File: src/rtl/serial_subtractor.sv
// Bit-serial two's-complement subtractor: a - b - borrow_in, LSB first, one bit per clock.
// Define SERIAL_SUB_OVF_EN to add the signed-overflow output ovf.
module serial_subtractor #(
    parameter int unsigned WIDTH = 8
) (
    input  logic             clk,
    input  logic             rst_n,
    input  logic             in_valid,
    output logic             in_ready,
    input  logic [WIDTH-1:0] a,
    input  logic [WIDTH-1:0] b,
    input  logic             borrow_in,
    output logic             out_valid,
    input  logic             out_ready,
    output logic [WIDTH-1:0] diff,
    output logic             borrow
`ifdef SERIAL_SUB_OVF_EN
    ,
    output logic             ovf
`endif
);

    localparam int unsigned CW = $clog2(WIDTH);
    localparam logic [CW-1:0] LAST_BIT = CW'(WIDTH - 1);

    typedef enum logic [1:0] {
        S_IDLE,
        S_RUN,
        S_DONE
    } state_t;

    state_t            state_q, state_d;
    logic [WIDTH-1:0]  a_q, a_d;
    logic [WIDTH-1:0]  b_q, b_d;
    logic [WIDTH-1:0]  diff_q, diff_d;
    logic              br_q, br_d;
    logic              borrow_q, borrow_d;
    logic [CW-1:0]     cnt_q, cnt_d;
`ifdef SERIAL_SUB_OVF_EN
    logic              ovf_q, ovf_d;
`endif

    logic              bit_diff;
    logic              bit_borrow;

    // Single full-subtractor cell on the operand LSBs.
    always_comb begin
        bit_diff   = a_q[0] ^ b_q[0] ^ br_q;
        bit_borrow = (~a_q[0] & b_q[0]) | (~(a_q[0] ^ b_q[0]) & br_q);
    end

    always_comb begin
        state_d  = state_q;
        a_d      = a_q;
        b_d      = b_q;
        diff_d   = diff_q;
        br_d     = br_q;
        borrow_d = borrow_q;
        cnt_d    = cnt_q;
`ifdef SERIAL_SUB_OVF_EN
        ovf_d    = ovf_q;
`endif
        in_ready  = (state_q == S_IDLE);
        out_valid = (state_q == S_DONE);

        case (state_q)
            S_IDLE: begin
                if (in_valid) begin
                    a_d     = a;
                    b_d     = b;
                    br_d    = borrow_in;
                    cnt_d   = '0;
                    state_d = S_RUN;
                end
            end
            S_RUN: begin
                a_d    = a_q >> 1;
                b_d    = b_q >> 1;
                diff_d = {bit_diff, diff_q[WIDTH-1:1]};
                br_d   = bit_borrow;
                cnt_d  = cnt_q + CW'(1);
                if (cnt_q == LAST_BIT) begin
                    borrow_d = bit_borrow;
`ifdef SERIAL_SUB_OVF_EN
                    // Borrow into the MSB differing from borrow out of it flags signed overflow.
                    ovf_d    = br_q ^ bit_borrow;
`endif
                    state_d  = S_DONE;
                end
            end
            S_DONE: begin
                if (out_ready) begin
                    state_d = S_IDLE;
                end
            end
            default: begin
                state_d = S_IDLE;
            end
        endcase
    end

    always_ff @(posedge clk or negedge rst_n) begin
        if (!rst_n) begin
            state_q  <= S_IDLE;
            a_q      <= '0;
            b_q      <= '0;
            diff_q   <= '0;
            br_q     <= 1'b0;
            borrow_q <= 1'b0;
            cnt_q    <= '0;
`ifdef SERIAL_SUB_OVF_EN
            ovf_q    <= 1'b0;
`endif
        end else begin
            state_q  <= state_d;
            a_q      <= a_d;
            b_q      <= b_d;
            diff_q   <= diff_d;
            br_q     <= br_d;
            borrow_q <= borrow_d;
            cnt_q    <= cnt_d;
`ifdef SERIAL_SUB_OVF_EN
            ovf_q    <= ovf_d;
`endif
        end
    end

    assign diff   = diff_q;
    assign borrow = borrow_q;
`ifdef SERIAL_SUB_OVF_EN
    assign ovf    = ovf_q;
`endif

endmodule

File: config.mk
export PLATFORM = sky130hd
export DESIGN_NAME = serial_subtractor
export DESIGN_NICKNAME = d
export VERILOG_FILES = /design/src/rtl/serial_subtractor.sv
export SDC_FILE = /design/constraint.sdc
export NUM_CORES = 1
export LEC_CHECK = 0
export ABC_AREA = 1
export BUFFER_PORTS_ARGS = -buffer_cell sky130_fd_sc_hd__buf_2
export CORE_ASPECT_RATIO = 0.7
export CORE_MARGIN = 2
export CORE_UTILIZATION = 50
export CTS_BUF_LIST = sky130_fd_sc_hd__clkbuf_2
export CTS_CLUSTER_DIAMETER = 100
export DETAILED_ROUTE_END_ITERATION = 12
export HOLD_SLACK_MARGIN = 0.06
export PLACE_DENSITY = 0.79
export RECOVER_POWER = 100
export SLEW_MARGIN = 20
export SYNTH_ARGS = -nofsm -noshare
export SYNTH_HDL_FRONTEND = slang
export SYNTH_SLANG_ARGS = --single-unit
File: constraint.sdc
create_clock -name clk -period 2.9 [get_ports clk]
set_input_delay 0.725 -clock clk [delete_from_list [all_inputs] [get_ports clk]]
set_output_delay 0.725 -clock clk [all_outputs]
set_load 0.1 [all_outputs]
Word level (Yosys, flattened, before mapping). Cells that the tools add are included.

Output and inout bits: 11. Register bits: 31. Bits of input ports: 21. Logic and storage cells: 38.

Eq/ne operators: 6. Reductions and logical operators: 5. Bitwise operators: 7. Mux-type cells: 12. Add/subtract/negate cells: 1.

Operator list (count): $pmux 8 s2 (2); $mux 8 (2); $mux 2 (3); $pmux 2 s3 (1); $pmux 3 s2 (1); $ne 2x2->1 const B (2); $reduce_and 2->1 (2); $add 3x1->3 const B (1); $eq 3x3->1 const B (1); $mux 3 (1); $reduce_and 3->1 (1); $and 1x1->1 (2); $eq 2x1->1 const B (1); $eq 2x2->1 const B (1); $logic_not 2->1 (1); $ne 2x1->1 const B (1); $not 1->1 (2); $pmux 1 s2 (1); $reduce_bool 2->1 (1); $xor 1x1->1 (2); $mux 1 (1); $or 1x1->1 (1).

Depth between registers and ports, before layout.
Word-level depth: 5. Gate-level depth with buffers: 7. Gate-level depth less buffers: 6.

Worst setup path after synthesis. OpenSTA, ideal clock, no wires.

Path type: reg2out. Start: register state_q[0]. End: output port out_valid. Data arrival time: 1966 ps. Cell stages (with the launch flop): 4. Required time: 2175 ps. Slack: 209 ps. Path buffers: 2. Path through: dfrtp_1 -> buf_4 -> buf_6 -> nor2_1.

Longest elaborated chain between the ends: 1.

RTL lines: start, declared (RTL line 32) `state_t state_q, state_d;`; start signal, assigned (RTL line 115) `state_q <= state_d;`; $eq 2x2->1 (RTL line 64) `out_valid = (state_q == S_DONE);`; end, declared (RTL line 13) `output logic out_valid,`.

No other way between the ends.

Worst setup path in the final report.
Start: register diff_q[2] (netlist: diff[2]). End: output port diff[2].

RTL lines: start, declared (RTL line 35) `logic [WIDTH-1:0] diff_q, diff_d;`; start signal, assigned (RTL line 118) `diff_q <= diff_d;`; end, declared (RTL line 15) `output logic [WIDTH-1:0] diff,`.

No word-level cell between the ends.

==> metrics.csv <==
metric,value,unit
antenna_found_initial,0,
netlist_area,0.00151,mm^2
ant_nets,0,
worstReg2RegEnd,a_q[5],
critical_path.startpoint_type,register,
synth_cell_types,18,
path_cells,clkbuf_1,
clock_latency,0.36,ns
cts_sinks,31,
std_cell_rows,16,
syn_avg_cell_area,7.82,um^2
drv_cap,1,
placed_area,0.00167,mm^2
grt_first_pass_wirelength,4.94,mm
crit_family,buffers and inverters,
hpwl,1.91,mm
postCtsResizedCells,0,
first_global_vias,1099,
worstMarginPinSlew,1.60,ns
die_w,69.7,um
vias,1209,
diodes,0,
cpPeakStageDelay,0.88,ns
critPathSlowestCell,clkbuf_1,
initial_core_util,0.531,
critPathMaxFanout,3,
status,finished with violations,
nets,249,
drtPass1Iterations,4,
slew_headroom,-0.0673,
setup_viol,0,
clk_pin_slew,0.15,ns
synth_seq_cells,31,
worstRegToRegCells,6,
fin_area,0.00169,mm^2
min_to,cnt_q[1],
min_from,cnt_q[1],
ys_seq_area_frac,0.514,
cts_tree,yes,
gr-total-overflow,0,
cp.buffers_inverters,1,
vias_per_cell,4.61,
use_met1,0.278,
post_cts_buffers,0,
io_pins,32,
root_buffer,clkbuf_2,
grtUsageMet2,0.242,
reg2reg_slack,0.89,ns
arrival,1.65,ns
drc,0,
r2r-start,state_q[0],
area_growth,11.6,%
gr-usage-all-layers,0.186,
worstSetupPathType,reg -> out,
min_period_over_period,0.819,
drt_iter0_markers,49,
report.final.slew_viol_count,32,
fin_setup_tns,0,ns
rsz0062_at_grt,false,
nFillCells,284,
yosys_warnings,0,
syn_nets,217,
hold_buffers,0,
cts_made_buffers,5,
synthCells,193,
cts_max_level,2,
ir_drop,629,uV
cts_buffer_depth,2,
die_area,0.00348,mm^2
core_area,0.00284,mm^2
violations,"max-capacitance violations, max-slew violations",
timing.fmax,421,MHz
crit_required,2.17,ns
drive_gt1_frac,0.155,
clock-skew-final,0.00652,ns
grt_busiest_layer,met1,
die_y,50.0,um
use_met3,0.0573,
drt_wl_total,2.78,mm
grt_max_degree,32,
hold_class,reg -> reg,
hold_violations,0,
routedWlPerCell,10.6,um
cp-end-kind,output pin,
p_leak,1.00,nW
fin_crit,2.38,ns
gp_congestion,0.772,
hold_depth,2,
io_buffers,31,
p_per_area,1240,mW/mm^2
-- logic make-up after synthesis --
logic type | count (synthesis) | synth area share
AND/OR/NAND/NOR | 100 | 0.275
buffers and inverters | 45 | 0.131
flip-flops | 31 | 0.514
AO/OA/AOI/OAI | 14 | 0.0505
adder cells (fa/ha/maj) | 3 | 0.0298
-- worst max path at each step --
stage	slack [ns]	from	cells after the start	to
floorplan	0.21	state_q[0]	3	out_valid
global placement	1.18	state_q[1]	2	in_ready
detailed placement	1.17	state_q[1]	2	in_ready
CTS	0.75	state_q[1]	2	in_ready
global route	0.46	diff[2]	1	diff[2]
finish	0.52	diff[2]	1	diff[2]
-- flip-flops by register name (all words and copies together), names as in the netlist --
register / cells
diff: 8
state_q: 2
b_q: 8
br_q: 1
cnt_q: 3
borrow: 1
a_q: 8
-- power by group --
part	leakage, nW	internal, mW	switching, mW
logic	0.583	0.256	0.887
clock network	0.0330	0.0658	0.143
registers	0.385	0.628	0.108
total	1.00	0.949	1.14
-- Yosys cell counts, drive strengths merged --
library cell | number | share of area
buf | 7 | 0.035
fa | 1 | 0.013
o21ai | 11 | 0.036
inv | 38 | 0.096
nand2 | 78 | 0.21
nor2 | 4 | 0.0099
dfrtp | 31 | 0.51
nand3 | 18 | 0.060
ha | 2 | 0.017
a21oi | 2 | 0.0091
o31ai | 1 | 0.0050
-- stage by stage --
step	setup slack, ns	hold WS (ns)	utilization	instances	power, mW
final	0.524	0.495	0.593	262	2.09
after global routing	0.465	0.509	0.593	262	2.28
after CTS	0.747	0.382	0.600	262	2.13
after detailed placement	1.17	0.465	0.586	254	1.92
after global placement	1.18	0.462	0.586	254	1.89
after floorplan	0.209	0.429	-	193	1.73
-- cell type report --
class	count	area, um^2	share of cell area
Timing Repair Buffer	32	150	0.0891
Tap cell	36	45.0	0.0267
Clock inverter	1	5.00	0.00297
Clock buffer	7	35.0	0.0208
Multi-Input combinational cell	117	529	0.314
Sequential cell	31	776	0.460
Inverter	38	145	0.0861
-- placed cells by master (no fill, tap or decap) --
master / n
nand2_1: 76
inv_1: 36
dfrtp_1: 31
buf_2: 21
nand3_1: 18
o21ai_0: 11
clkbuf_1: 10
clkbuf_2: 7
nor2_1: 4
ha_1: 2
inv_2: 1
nand2_2: 1
nand2_4: 1
inv_4: 1
o31ai_1: 1
a21oi_2: 1
a21oi_1: 1
fa_1: 1
clkinv_2: 1
buf_4: 1
-- layer usage --
layer  vias up  part of all wire  wire (um)
li1        642                 -          -
met1       519              0.53       1470
met2        40              0.38       1050
met3         8             0.074        205
met4         0             0.020         56
met5         -                 0          0
(Power assumes the default switching activity.)
